[config.mk]
export PLATFORM = sky130hd
export DESIGN_NAME = dmem_arbiter
export DESIGN_NICKNAME = d
export VERILOG_FILES = /design/src/rtl/dmem_pkg.sv /design/src/rtl/dmem_rr_picker.sv /design/src/rtl/dmem_arbiter.sv
export SDC_FILE = /design/constraint.sdc
export NUM_CORES = 1
export LEC_CHECK = 0
export CORE_AREA = 2 2 122 124
export CTS_BUF_LIST = sky130_fd_sc_hd__clkbuf_16
export DETAILED_ROUTE_END_ITERATION = 6
export DIE_AREA = 0 0 124 126
export PLACE_DENSITY = 0.9
export SKIP_LAST_GASP = 1
export SYNTH_ARGS = -nofsm -noshare
export SYNTH_HDL_FRONTEND = slang
export SYNTH_SLANG_ARGS = --single-unit
export TNS_END_PERCENT = 100
[constraint.sdc]
create_clock -name clk -period 13.85 [get_ports clk]
set_input_delay 2.77 -clock clk [delete_from_list [all_inputs] [get_ports clk]]
set_output_delay 2.77 -clock clk [all_outputs]
set_load 0.03 [all_outputs]
[src/rtl/dmem_pkg.sv]
// dmem_pkg: shared types, defaults and byte-merge helper for the data-memory arbiter.
package dmem_pkg;
    typedef enum logic {ST_IDLE, ST_MERGE} state_t;

    localparam int MEM_AW_DEF = 8;

    function automatic logic [31:0] byte_merge(input logic [31:0] old_w, input logic [31:0] new_w,
                                               input logic [3:0] strb);
        logic [31:0] r;
        for (int i = 0; i < 4; i++) r[8*i +: 8] = strb[i] ? new_w[8*i +: 8] : old_w[8*i +: 8];
        return r;
    endfunction
endpackage

[src/rtl/dmem_rr_picker.sv]
// dmem_rr_picker: two-way grant from request valids, round-robin or fixed priority.
module dmem_rr_picker #(
    parameter bit RR_ENABLE = 1'b1
) (
    input  logic i_v0,
    input  logic i_v1,
    input  logic i_last,
    output logic o_g0,
    output logic o_g1
);
    always_comb begin
        o_g0 = i_v0 & (~i_v1 | ~RR_ENABLE | i_last);
        o_g1 = i_v1 & ~o_g0;
    end
endmodule

[src/rtl/dmem_arbiter.sv]
// dmem_arbiter: shares a single-port word memory between two requesters,
// with one-cycle responses and read-modify-write for partial-strobe writes.
module dmem_arbiter import dmem_pkg::*; #(
    parameter int MEM_AW    = MEM_AW_DEF,
    parameter bit RR_ENABLE = 1'b1
) (
    input  logic        clk,
    input  logic        rst,
    input  logic        i_p0_req_valid,
    output logic        o_p0_req_ready,
    input  logic        i_p0_req_we,
    input  logic [31:0] i_p0_req_addr,
    input  logic [31:0] i_p0_req_wdata,
    input  logic [3:0]  i_p0_req_wstrb,
    output logic        o_p0_rsp_valid,
    output logic [31:0] o_p0_rsp_rdata,
    output logic        o_p0_rsp_err,
    input  logic        i_p1_req_valid,
    output logic        o_p1_req_ready,
    input  logic        i_p1_req_we,
    input  logic [31:0] i_p1_req_addr,
    input  logic [31:0] i_p1_req_wdata,
    input  logic [3:0]  i_p1_req_wstrb,
    output logic        o_p1_rsp_valid,
    output logic [31:0] o_p1_rsp_rdata,
    output logic        o_p1_rsp_err,
    output logic [31:0] o_mem_addr,
    output logic [31:0] o_mem_write_data,
    output logic        o_mem_read,
    output logic        o_mem_write,
    input  logic [31:0] i_mem_read_data
);
    state_t            r_state;
    logic              r_last, r_port, r_rsp_err;
    logic [1:0]        r_rsp_v;
    logic [31:0]       r_rsp_rdata, r_old, r_wdata;
    logic [3:0]        r_strb;
    logic [MEM_AW-1:0] r_idx;
    logic              w_g0, w_g1, w_idle, w_merge, w_acc, w_sel, w_we, w_err, w_partial, w_rd, w_wr;
    logic [31:0]       w_addr, w_wdata;
    logic [3:0]        w_strb;
    logic [MEM_AW-1:0] w_idx;

    dmem_rr_picker #(.RR_ENABLE(RR_ENABLE)) u_picker (
        .i_v0   (i_p0_req_valid),
        .i_v1   (i_p1_req_valid),
        .i_last (r_last),
        .o_g0   (w_g0),
        .o_g1   (w_g1)
    );

    always_comb begin
        w_idle         = (r_state == ST_IDLE) && !rst;
        w_merge        = (r_state == ST_MERGE) && !rst;
        o_p0_req_ready = w_idle & w_g0;
        o_p1_req_ready = w_idle & w_g1;
        w_acc          = o_p0_req_ready | o_p1_req_ready;
        w_sel          = w_g1;
        w_we           = w_sel ? i_p1_req_we    : i_p0_req_we;
        w_addr         = w_sel ? i_p1_req_addr  : i_p0_req_addr;
        w_wdata        = w_sel ? i_p1_req_wdata : i_p0_req_wdata;
        w_strb         = w_sel ? i_p1_req_wstrb : i_p0_req_wstrb;
        w_err          = (|w_addr[1:0]) || (|w_addr[31:MEM_AW+2]);
        w_idx          = w_addr[MEM_AW+1:2];
        w_partial      = w_we && (w_strb != 4'hF) && (|w_strb);
        // Partial writes read the old word first; the write itself happens in MERGE.
        w_rd           = w_acc && !w_err && (!w_we || w_partial);
        w_wr           = (w_acc && !w_err && w_we && (w_strb == 4'hF)) || w_merge;
        o_mem_read     = w_rd;
        o_mem_write    = w_wr;
        o_mem_addr     = (w_rd || w_wr) ? {{(30-MEM_AW){1'b0}}, w_merge ? r_idx : w_idx, 2'b00} : '0;
        o_mem_write_data = !w_wr ? '0 : w_merge ? byte_merge(r_old, r_wdata, r_strb) : w_wdata;
        o_p0_rsp_valid = r_rsp_v[0];
        o_p1_rsp_valid = r_rsp_v[1];
        o_p0_rsp_rdata = r_rsp_v[0] ? r_rsp_rdata : '0;
        o_p1_rsp_rdata = r_rsp_v[1] ? r_rsp_rdata : '0;
        o_p0_rsp_err   = r_rsp_v[0] & r_rsp_err;
        o_p1_rsp_err   = r_rsp_v[1] & r_rsp_err;
    end

    always_ff @(posedge clk) begin
        if (rst) begin
            r_state     <= ST_IDLE;
            r_last      <= 1'b1;
            r_rsp_v     <= '0;
            r_rsp_err   <= 1'b0;
            r_rsp_rdata <= '0;
        end else begin
            r_rsp_v     <= '0;
            r_rsp_err   <= 1'b0;
            r_rsp_rdata <= '0;
            if (r_state == ST_MERGE) begin
                r_state          <= ST_IDLE;
                r_rsp_v[r_port]  <= 1'b1;
            end else if (w_acc) begin
                r_last <= w_sel;
                if (w_partial && !w_err) begin
                    r_state <= ST_MERGE;
                    r_old   <= i_mem_read_data;
                    r_idx   <= w_idx;
                    r_wdata <= w_wdata;
                    r_strb  <= w_strb;
                    r_port  <= w_sel;
                end else begin
                    r_rsp_v[w_sel] <= 1'b1;
                    r_rsp_err      <= w_err;
                    r_rsp_rdata    <= (w_we || w_err) ? '0 : i_mem_read_data;
                end
            end
        end
    end
endmodule

==> results of run 1 <==
## layout make-up
type	count	area (sq um)
flip-flops and latches	114	3050
inverters	2	8.76
repair buffers	290	2890
well taps	184	230
multi-input cells	382	2870
clock buffers	17	425
clock inverters	15	175
fillers	1066	4660
## layer usage
metal	vias to the layer above	GRT usage (%)	routed length [um]
met1	2632	27.6	7190
met2	301	48.9	11200
met5	-	0	0
li1	2513	-	-
met3	47	6.66	1470
met4	0	12.8	681
## kinds of logic after synthesis
family | after synthesis
other | 1
and+or+nand+nor | 223
AOI/OAI and AO/OA | 59
muxes | 76
DFF | 114
buffers and inverters | 72
## power by group through the flow
stage          logic (W)  registers (W)  clock network [W]
4_1_cts         0.000111       0.000371           0.000454
5_1_grt         0.000118       0.000372           0.000468
3_5_place_dp    0.000110       0.000378                  0
3_3_place_gp    0.000108       0.000378                  0
2_1_floorplan  0.0000513       0.000375                  0
6_report        0.000111       0.000371           0.000449
## worst min-delay path, stage by stage (launching register included)
cell and delay, ns:
edfxtp_1 0.35, a32oi_1 0.06, o21ai_0 0.07
## worst max path at each step
stage | slack, ns | endpoint | cells past startpoint
finish | 4.68 | o_mem_write_data[17] | 8
global route | 4.48 | o_mem_write_data[20] | 8
CTS | 4.70 | o_mem_write_data[20] | 8
detailed placement | 4.70 | o_mem_write_data[20] | 8
global placement | 4.83 | o_mem_write_data[31] | 8
floorplan | 4.31 | r_idx[0] | 4
## cell usage after synthesis, types with 7 or more instances
master	instances
o21ai_2	40
mux2_2	73
edfxtp_1	77
nand2_1	54
nor2_1	8
and4_1	31
clkbuf_1	28
buf_6	8
nand4_1	35
buf_4	24
o211ai_1	8
and2_1	66
nor4_1	8
buf_2	7
dfxtp_1	37
## per-stage QoR
step,total power (W),instances,hold slack [ns]
after floorplan,0.000426,568,0.455
after global placement,0.000486,972,0.470
after detailed placement,0.000488,972,0.499
after CTS,0.000936,1004,0.515
after global routing,0.000958,1004,0.563
final,0.000931,1004,0.509
## flip-flops by register name, indices dropped and copies added (netlist names)
signal	flops
r_old	32
r_rsp_rdata	32
r_wdata	32
r_idx	8
r_strb	4
r_rsp_v	2
r_last	1
r_port	1
r_rsp_err	1
r_state	1
==> flow_metrics.py, run 1 <==
metrics = {
    "synthesis": {
        "synthMuxAreaShare_pct": 13.8,
        "synth_cell_types": 39,
        "synthCells": 545,
        "synth_edf_count": 77,
        "synth_top_area_cell": "edfxtp_1",
        "yosysTopAreaCellShare_pct": 37.2,
        "syn_area_sq_um": 6220,
        "ys.flop_type": "edfxtp_1",
        "synthArstFlopShare_pct": 0,
        "synth-compound-area-share_pct": 8.25,
        "ys_ff_latch": 114,
        "yosysSeqAreaShare_pct": 49.1,
        "yosys_warnings": 0,
        "synth-simple-area-share_pct": 21.8,
        "synth_top_family_by_area": "simple AND/OR/NAND/NOR gates",
        "synthXorXnorAreaFrac_pct": 0,
        "synth_area_leaders": "edfxtp_1 (37%), mux2_2 (13%), dfxtp_1 (12%)",
        "yosys.area_share.adder_pct": 0,
        "avgSynthCellArea_sq_um": 11.4,
    },
    "min_path": {
        "whs_path_depth": 2,
        "hp-start": "r_port",
        "hold_class": "reg -> reg",
        "min_to": "r_rsp_v[1]",
    },
    "cts": {
        "h-tree-depth": 4,
        "hold_buffers": 0,
        "clockBufferDepth": 2,
        "clk_latency_ns": 0.41,
        "numCtsBuffers": 17,
        "tritoncts": "yes",
        "clock-sinks": 114,
        "post_cts_buffers": 0,
        "post_cts_resized": 0,
        "clkTransAtPathRegs_ns": 0.05,
        "root_buffer": "clkbuf_16",
    },
    "global_route": {
        "grt_max_degree": 53,
        "grt_util_all_layers_pct": 26.6,
        "grt_pass1_wl_um": 30900,
        "antenna_found_initial": 0,
        "grt_pass1_vias": 5623,
        "grt_overflow": 0,
    },
    "critical_path": {
        "path_delay_family": "buffers and inverters",
        "arrival_ns": 6.40,
        "r2r_end": "r_wdata[18]",
        "crit_slowest_cell": "a21bo_4",
        "crit_top_cell": "clkdlybuf4s50_1",
        "crit_path_start_kind": "primary input",
        "rr_startpoint": "r_last",
        "path_cells": "clkdlybuf4s50_1 -> a21bo_4 -> clkinv_2 -> nor3_2 -> a32oi_4 -> buf_4 -> o21ai_2 -> clkdlybuf4s50_1",
        "cpPeakStageDelay_ns": 0.71,
        "ff2ff_path_depth": 6,
        "crit_fanout": 50,
        "worst-path-buf-inv": 4,
        "path_class": "in -> out",
        "endpoint_kind": "output port",
        "cp-startpoint": "i_p0_req_valid",
        "r2r_setup_slack_ns": 10.63,
        "critPathRequiredTime_ns": 11.08,
    },
    "finish": {
        "area_growth_pct": 55.3,
        "final_cell_mix": "clkdlybuf4s50_1 (285), edfxtp_1 (77), mux2_2 (73)",
        "stdcell_area_sq_um": 9650,
        "drive_gt1_share_pct": 20.2,
        "utilization_pct": 67.4,
        "antennaDiodeCount": 0,
        "final_common_cell": "clkdlybuf4s50_1",
        "num-nets-final": 981,
    },
    "power": {
        "p_int_w": 0.000723,
        "power.leakage_nw": 3.37,
        "p_sw_share_pct": 22.4,
        "p_comb_share_pct": 12.0,
        "ir_drop_mv": 0.0767,
        "switching_power_w": 0.000208,
        "power.share.clock_pct": 48.2,
        "p_per_area_nw_per_um2": 96.5,
        "seqPwrFrac_pct": 39.9,
    },
    "routing": {
        "wl_per_cell_um": 20.5,
        "drcViolationCount": 0,
        "wl_um": 20600,
        "via_per_inst": 5.47,
        "via_count": 5493,
        "dr.pass1.iters": 4,
        "drt_iter0_drc": 366,
        "ant_nets": 0,
    },
    "sta": {
        "drv_slew": 0,
        "fin_ws_ns": 4.68,
        "skew_ns": 0.00804,
        "worstMarginPinSlew_ns": 1.25,
        "tns_ns": 0,
        "rsz0062_at_grt": "false",
        "timing.final.crit_share_pct": 66.2,
        "fmax_mhz": 109,
        "hold_violations": 0,
        "slew_headroom_pct": 14.6,
        "setup_violations": 0,
        "post-route-min-period_ns": 9.17,
    },
    "placed_design": {
        "dp_slack_ns": 4.70,
        "gp_congestion": 0.806,
        "dp_hpwl_um": 14000,
        "post_dp_cell_area_sq_um": 9050,
        "portBuffers": 285,
    },
    "floorplan": {
        "fp-row-count": 44,
        "io_pins": 310,
        "start_util_pct": 43.4,
        "die_w_um": 124,
        "dieArea_sq_um": 15600,
        "core_sq_um": 14300,
        "die_y_um": 126,
    },
    "run_status": {
        "outcome": "completed",
    },
    "run": {
        "cap_violations": 0,
    },
}
No activity file was read; power rests on OpenSTA's default activity.
==> inputs of run 2 (changes only) <==
- CORE_AREA: 2 2 122 124 -> 2 2 133 135
- DIE_AREA: 0 0 124 126 -> 0 0 135 137
- PLACE_DENSITY: 0.9 -> 0.81
- clock period: 13.85 -> 7.65 ns (I/O delays scaled with it)
==> run 2 against run 1 <==
Effect of this change: die area increased by 18%; highest routed layer unchanged; critical endpoint is now o_mem_write_data[31]; worst setup slack got worse by 3.7 ns; largest cell class unchanged; largest power group unchanged; non-clock buffer count unchanged; count of clock-buffer cells in the layout stayed put; clock power rose by 81%.
==> flow_metrics.py, run 2 (synthesized netlist as in run 1, its figures left out) <==
metrics = {
    "floorplan": {
        "io_pins": 310,
        "start_util_pct": 36.5,
        "die_w_um": 135,
        "die_y_um": 137,
        "fp-row-count": 48,
        "core_sq_um": 17100,
        "dieArea_sq_um": 18500,
    },
    "cts": {
        "root_buffer": "clkbuf_16",
        "hold_buffers": 0,
        "tritoncts": "yes",
        "h-tree-depth": 4,
        "numCtsBuffers": 17,
        "clkTransAtPathRegs_ns": 0.05,
        "post_cts_buffers": 0,
        "clockBufferDepth": 2,
        "post_cts_resized": 0,
        "clk_latency_ns": 0.42,
        "clock-sinks": 114,
    },
    "global_route": {
        "grt_pass1_vias": 5498,
        "antenna_found_initial": 0,
        "grt_overflow": 0,
        "grt_max_degree": 78,
        "grt_util_all_layers_pct": 21.6,
        "grt_pass1_wl_um": 30300,
    },
    "sta": {
        "slew_headroom_pct": 17.0,
        "tns_ns": 0,
        "drv_slew": 0,
        "timing.final.crit_share_pct": 86.9,
        "rsz0062_at_grt": "false",
        "worstMarginPinSlew_ns": 1.24,
        "setup_violations": 0,
        "skew_ns": 0.0110,
        "fmax_mhz": 150,
        "fin_ws_ns": 1.00,
        "hold_violations": 0,
        "post-route-min-period_ns": 6.65,
    },
    "finish": {
        "area_growth_pct": 56.3,
        "num-nets-final": 981,
        "antennaDiodeCount": 0,
        "final_cell_mix": "clkdlybuf4s50_1 (285), edfxtp_1 (77), mux2_2 (73)",
        "final_common_cell": "clkdlybuf4s50_1",
        "reg_top3": "r_old: 32 flops, r_rsp_rdata: 32 flops, r_wdata: 32 flops",
        "drive_gt1_share_pct": 20.7,
    },
    "routing": {
        "drcViolationCount": 0,
        "via_per_inst": 5.04,
        "via_count": 5271,
        "wl_um": 19800,
        "drt_iter0_drc": 203,
        "dr.pass1.iters": 4,
        "wl_per_cell_um": 18.9,
        "ant_nets": 0,
    },
    "power": {
        "power.leakage_nw": 3.35,
        "p_per_area_nw_per_um2": 173,
        "ir_drop_mv": 0.141,
    },
    "placed_design": {
        "portBuffers": 285,
        "dp_hpwl_um": 13300,
        "gp_congestion": 0.825,
        "dp_slack_ns": 0.992,
    },
    "critical_path": {
        "crit_path_start_kind": "primary input",
        "crit_fanout": 34,
        "arrival_ns": 5.12,
        "path_class": "in -> out",
        "endpoint_kind": "output port",
        "critPathRequiredTime_ns": 6.12,
    },
    "min_path": {
        "hold_class": "reg -> reg",
    },
    "run": {
        "cap_violations": 0,
    },
    "run_status": {
        "outcome": "completed",
    },
}
## run 2: changes by cell type in the layout (fill, tap and decap cells not counted)
cell / previous run / this run
clkinvlp_4: 1 / 5
bufinv_16: 4 / 3
clkinv_4: 1 / 3
nor3_4: 0 / 1
nor3_2: 3 / 2
inv_6: 0 / 3
inv_1: 4 / 1
clkinv_1: 2 / 1
clkinv_2: 5 / 1
## run 2: worst paths after layout
check	endpoint	cells after the start	slack, ns	from
min reg2reg	r_rsp_v[1]	2	0.51	r_port
max reg2reg	r_wdata[17]	6	4.66	r_last
min	r_rsp_v[1]	2	0.51	r_port
max	o_mem_write_data[31]	7	1.00	i_p0_req_valid
## run 2: final cells by class
| class | count | area, sq um |
|---|---|---|
| Inverter | 2 | 8.76 |
| Timing Repair Buffer | 290 | 2890 |
| Fill cell | 1496 | 7340 |
| Clock buffer | 17 | 425 |
| Multi-Input combinational cell | 382 | 2880 |
| Sequential cell | 114 | 3050 |
| Tap cell | 225 | 282 |
| Clock inverter | 15 | 184 |
## run 2: per-layer routing
layer  track usage (%)  wire (um)  vias up
met1              25.0       8000     2520
met2              38.9      10100      214
met5                 0          0        -
li1                  -          -     2515
met3              6.11       1430       22
met4              6.02        242        0
## run 2: stage by stage
step,area [sq um],instances,power (W),util [%],hold slack (ns)
5_1_grt,9720,1045,0.00174,57.0,0.558
2_1_floorplan,6310,568,0.000771,-,0.455
6_report,9720,1045,0.00169,57.0,0.512
3_5_place_dp,9110,1013,0.000885,53.4,0.500
3_3_place_gp,9110,1013,0.000882,53.4,0.475
4_1_cts,9720,1045,0.00170,57.0,0.516
## run 2: power by group
group | internal [W] | switching [W] | total [W]
clock | 0.000514 | 0.000298 | 0.000812
sequential | 0.000661 | 0.0000114 | 0.000673
combinational | 0.000112 | 0.0000888 | 0.000201
total | 0.00129 | 0.000398 | 0.00169
## run 2: critical path: stages
cell and delay (ns):
clkdlybuf4s50_1 0.54, a21bo_4 0.34, buf_4 0.51, mux2i_4 1.04
nand4_1 0.19, o21ai_0 0.23, clkdlybuf4s50_1 0.70
==> inputs of run 3 (changes only) <==
- RECOVER_POWER: unset -> 100
==> run 3 against run 2 <==
Effect of this change: the run now ends with max-capacitance violations, max-slew violations left; cell count increased by 0.19%; die area unchanged; sequential cell count unchanged; critical path type unchanged.
==> flow_metrics.py, run 3 (synthesized netlist as in run 1, its figures left out) <==
metrics = {
    "finish": {
        "num-nets-final": 981,
        "reg_top3": "r_old: 32 flops, r_rsp_rdata: 32 flops, r_wdata: 32 flops",
        "fill_cells": 1497,
        "final_cell_mix": "clkdlybuf4s50_1 (143), dlygate4sd3_1 (142), edfxtp_1 (77)",
        "area_growth_pct": 56.3,
        "final_common_cell": "clkdlybuf4s50_1",
        "drive_gt1_share_pct": 16.3,
        "stdcell_area_sq_um": 9720,
    },
    "routing": {
        "ant_nets": 0,
        "wl_per_cell_um": 18.9,
        "via_per_inst": 5.06,
        "drcViolationCount": 0,
        "via_count": 5296,
        "wl_um": 19800,
        "drt_iter0_drc": 208,
        "dr.pass1.iters": 4,
    },
    "power": {
        "p_total_w": 0.00168,
        "ir_drop_mv": 0.142,
        "p_per_area_nw_per_um2": 173,
        "power.leakage_nw": 3.73,
    },
    "cts": {
        "tritoncts": "yes",
        "post_cts_buffers": 0,
        "clock-sinks": 114,
        "hold_buffers": 0,
        "h-tree-depth": 4,
        "post_cts_resized": 0,
        "clk_latency_ns": 0.41,
        "clockBufferDepth": 2,
        "numCtsBuffers": 17,
        "root_buffer": "clkbuf_16",
        "clkTransAtPathRegs_ns": 0.05,
    },
    "min_path": {
        "hold_class": "reg -> reg",
    },
    "sta": {
        "drv_slew": 113,
        "timing.final.crit_share_pct": 90.8,
        "tns_ns": 0,
        "worstMarginPinSlew_ns": 2.00,
        "rsz0062_at_grt": "false",
        "post-route-min-period_ns": 6.94,
        "slew_headroom_pct": -33.3,
        "fmax_mhz": 144,
        "skew_ns": 0.00613,
        "hold_violations": 0,
        "setup_violations": 0,
    },
    "placed_design": {
        "dp_hpwl_um": 13300,
        "portBuffers": 285,
        "post_dp_cell_area_sq_um": 9110,
        "gp_congestion": 0.825,
    },
    "critical_path": {
        "crit_path_start_kind": "primary input",
        "endpoint_kind": "output port",
        "critPathRequiredTime_ns": 6.12,
        "arrival_ns": 5.41,
        "crit_fanout": 21,
        "path_class": "in -> out",
        "r2r_setup_slack_ns": 3.66,
    },
    "global_route": {
        "grt_util_all_layers_pct": 21.6,
        "grt_pass1_wl_um": 30300,
        "antenna_found_initial": 2,
        "grt_max_degree": 78,
        "grt_overflow": 0,
        "grt_pass1_vias": 5498,
    },
    "floorplan": {
        "core_sq_um": 17100,
        "dieArea_sq_um": 18500,
        "fp-row-count": 48,
        "io_pins": 310,
        "start_util_pct": 36.5,
        "die_w_um": 135,
        "die_y_um": 137,
    },
    "run_status": {
        "outcome": "complete, but fails checks",
        "failed_checks": "max-capacitance violations, max-slew violations",
    },
    "run": {
        "cap_violations": 2,
    },
}
[run 3: final cells by class]
class                      count  area [sq um]  share of cell area (%)
multi-input combinational    382          2870                    29.6
tap                          225           282                    2.90
inverter                       2          8.76                  0.0901
sequential                   114          3050                    31.4
clock buffer                  17           425                    4.38
antenna                        2          5.00                  0.0515
clock inverter                15           184                    1.89
timing repair buffer         290          2890                    29.7
[run 3: report_power, final]
part           switching (W)  total (W)  leakage (nW)  internal (W)
sequential         0.0000113   0.000673         0.991      0.000661
combinational      0.0000889   0.000192          2.46      0.000103
clock               0.000299   0.000813         0.280      0.000514
total               0.000399    0.00168          3.73       0.00128
[run 3: stage by stage]
step / worst slack [ns] / hold WS, ns / instances / utilization, %
after floorplan: 1.76 / 0.455 / 568 / -
after global placement: 1.04 / 0.475 / 1013 / 53.4
after detailed placement: 0.992 / 0.500 / 1013 / 53.4
after CTS: 0.973 / 0.516 / 1045 / 57.0
after global routing: 0.493 / 0.560 / 1047 / 57.0
final: 0.706 / 0.513 / 1047 / 57.0
[run 3: worst max-delay path, cell delays in order]
cell and delay (ns):
dlygate4sd3_1 0.61, a21bo_4 0.35, clkinvlp_2 0.53, nor3_2 0.48, a32oi_4 0.48, buf_4 0.44
o21ai_0 0.21, dlygate4sd3_1 0.77
[run 3: path summary, 6_finish.rpt]
kind / startpoint / end / cells after the start
min reg2reg: r_port / r_rsp_v[1] / 2
max reg2reg: r_last / r_old[17] / 6
min: r_port / r_rsp_v[1] / 2
max: i_p0_req_valid / o_mem_write_data[31] / 8
[run 3: per-layer routing]
layer | track usage, % | part of all wire, % | up-vias
met1 | 25.0 | 41 | 2549
met3 | 6.11 | 6.8 | 22
met5 | 0 | 0 | -
met4 | 6.02 | 1.4 | 0
li1 | - | - | 2514
met2 | 38.9 | 51 | 211
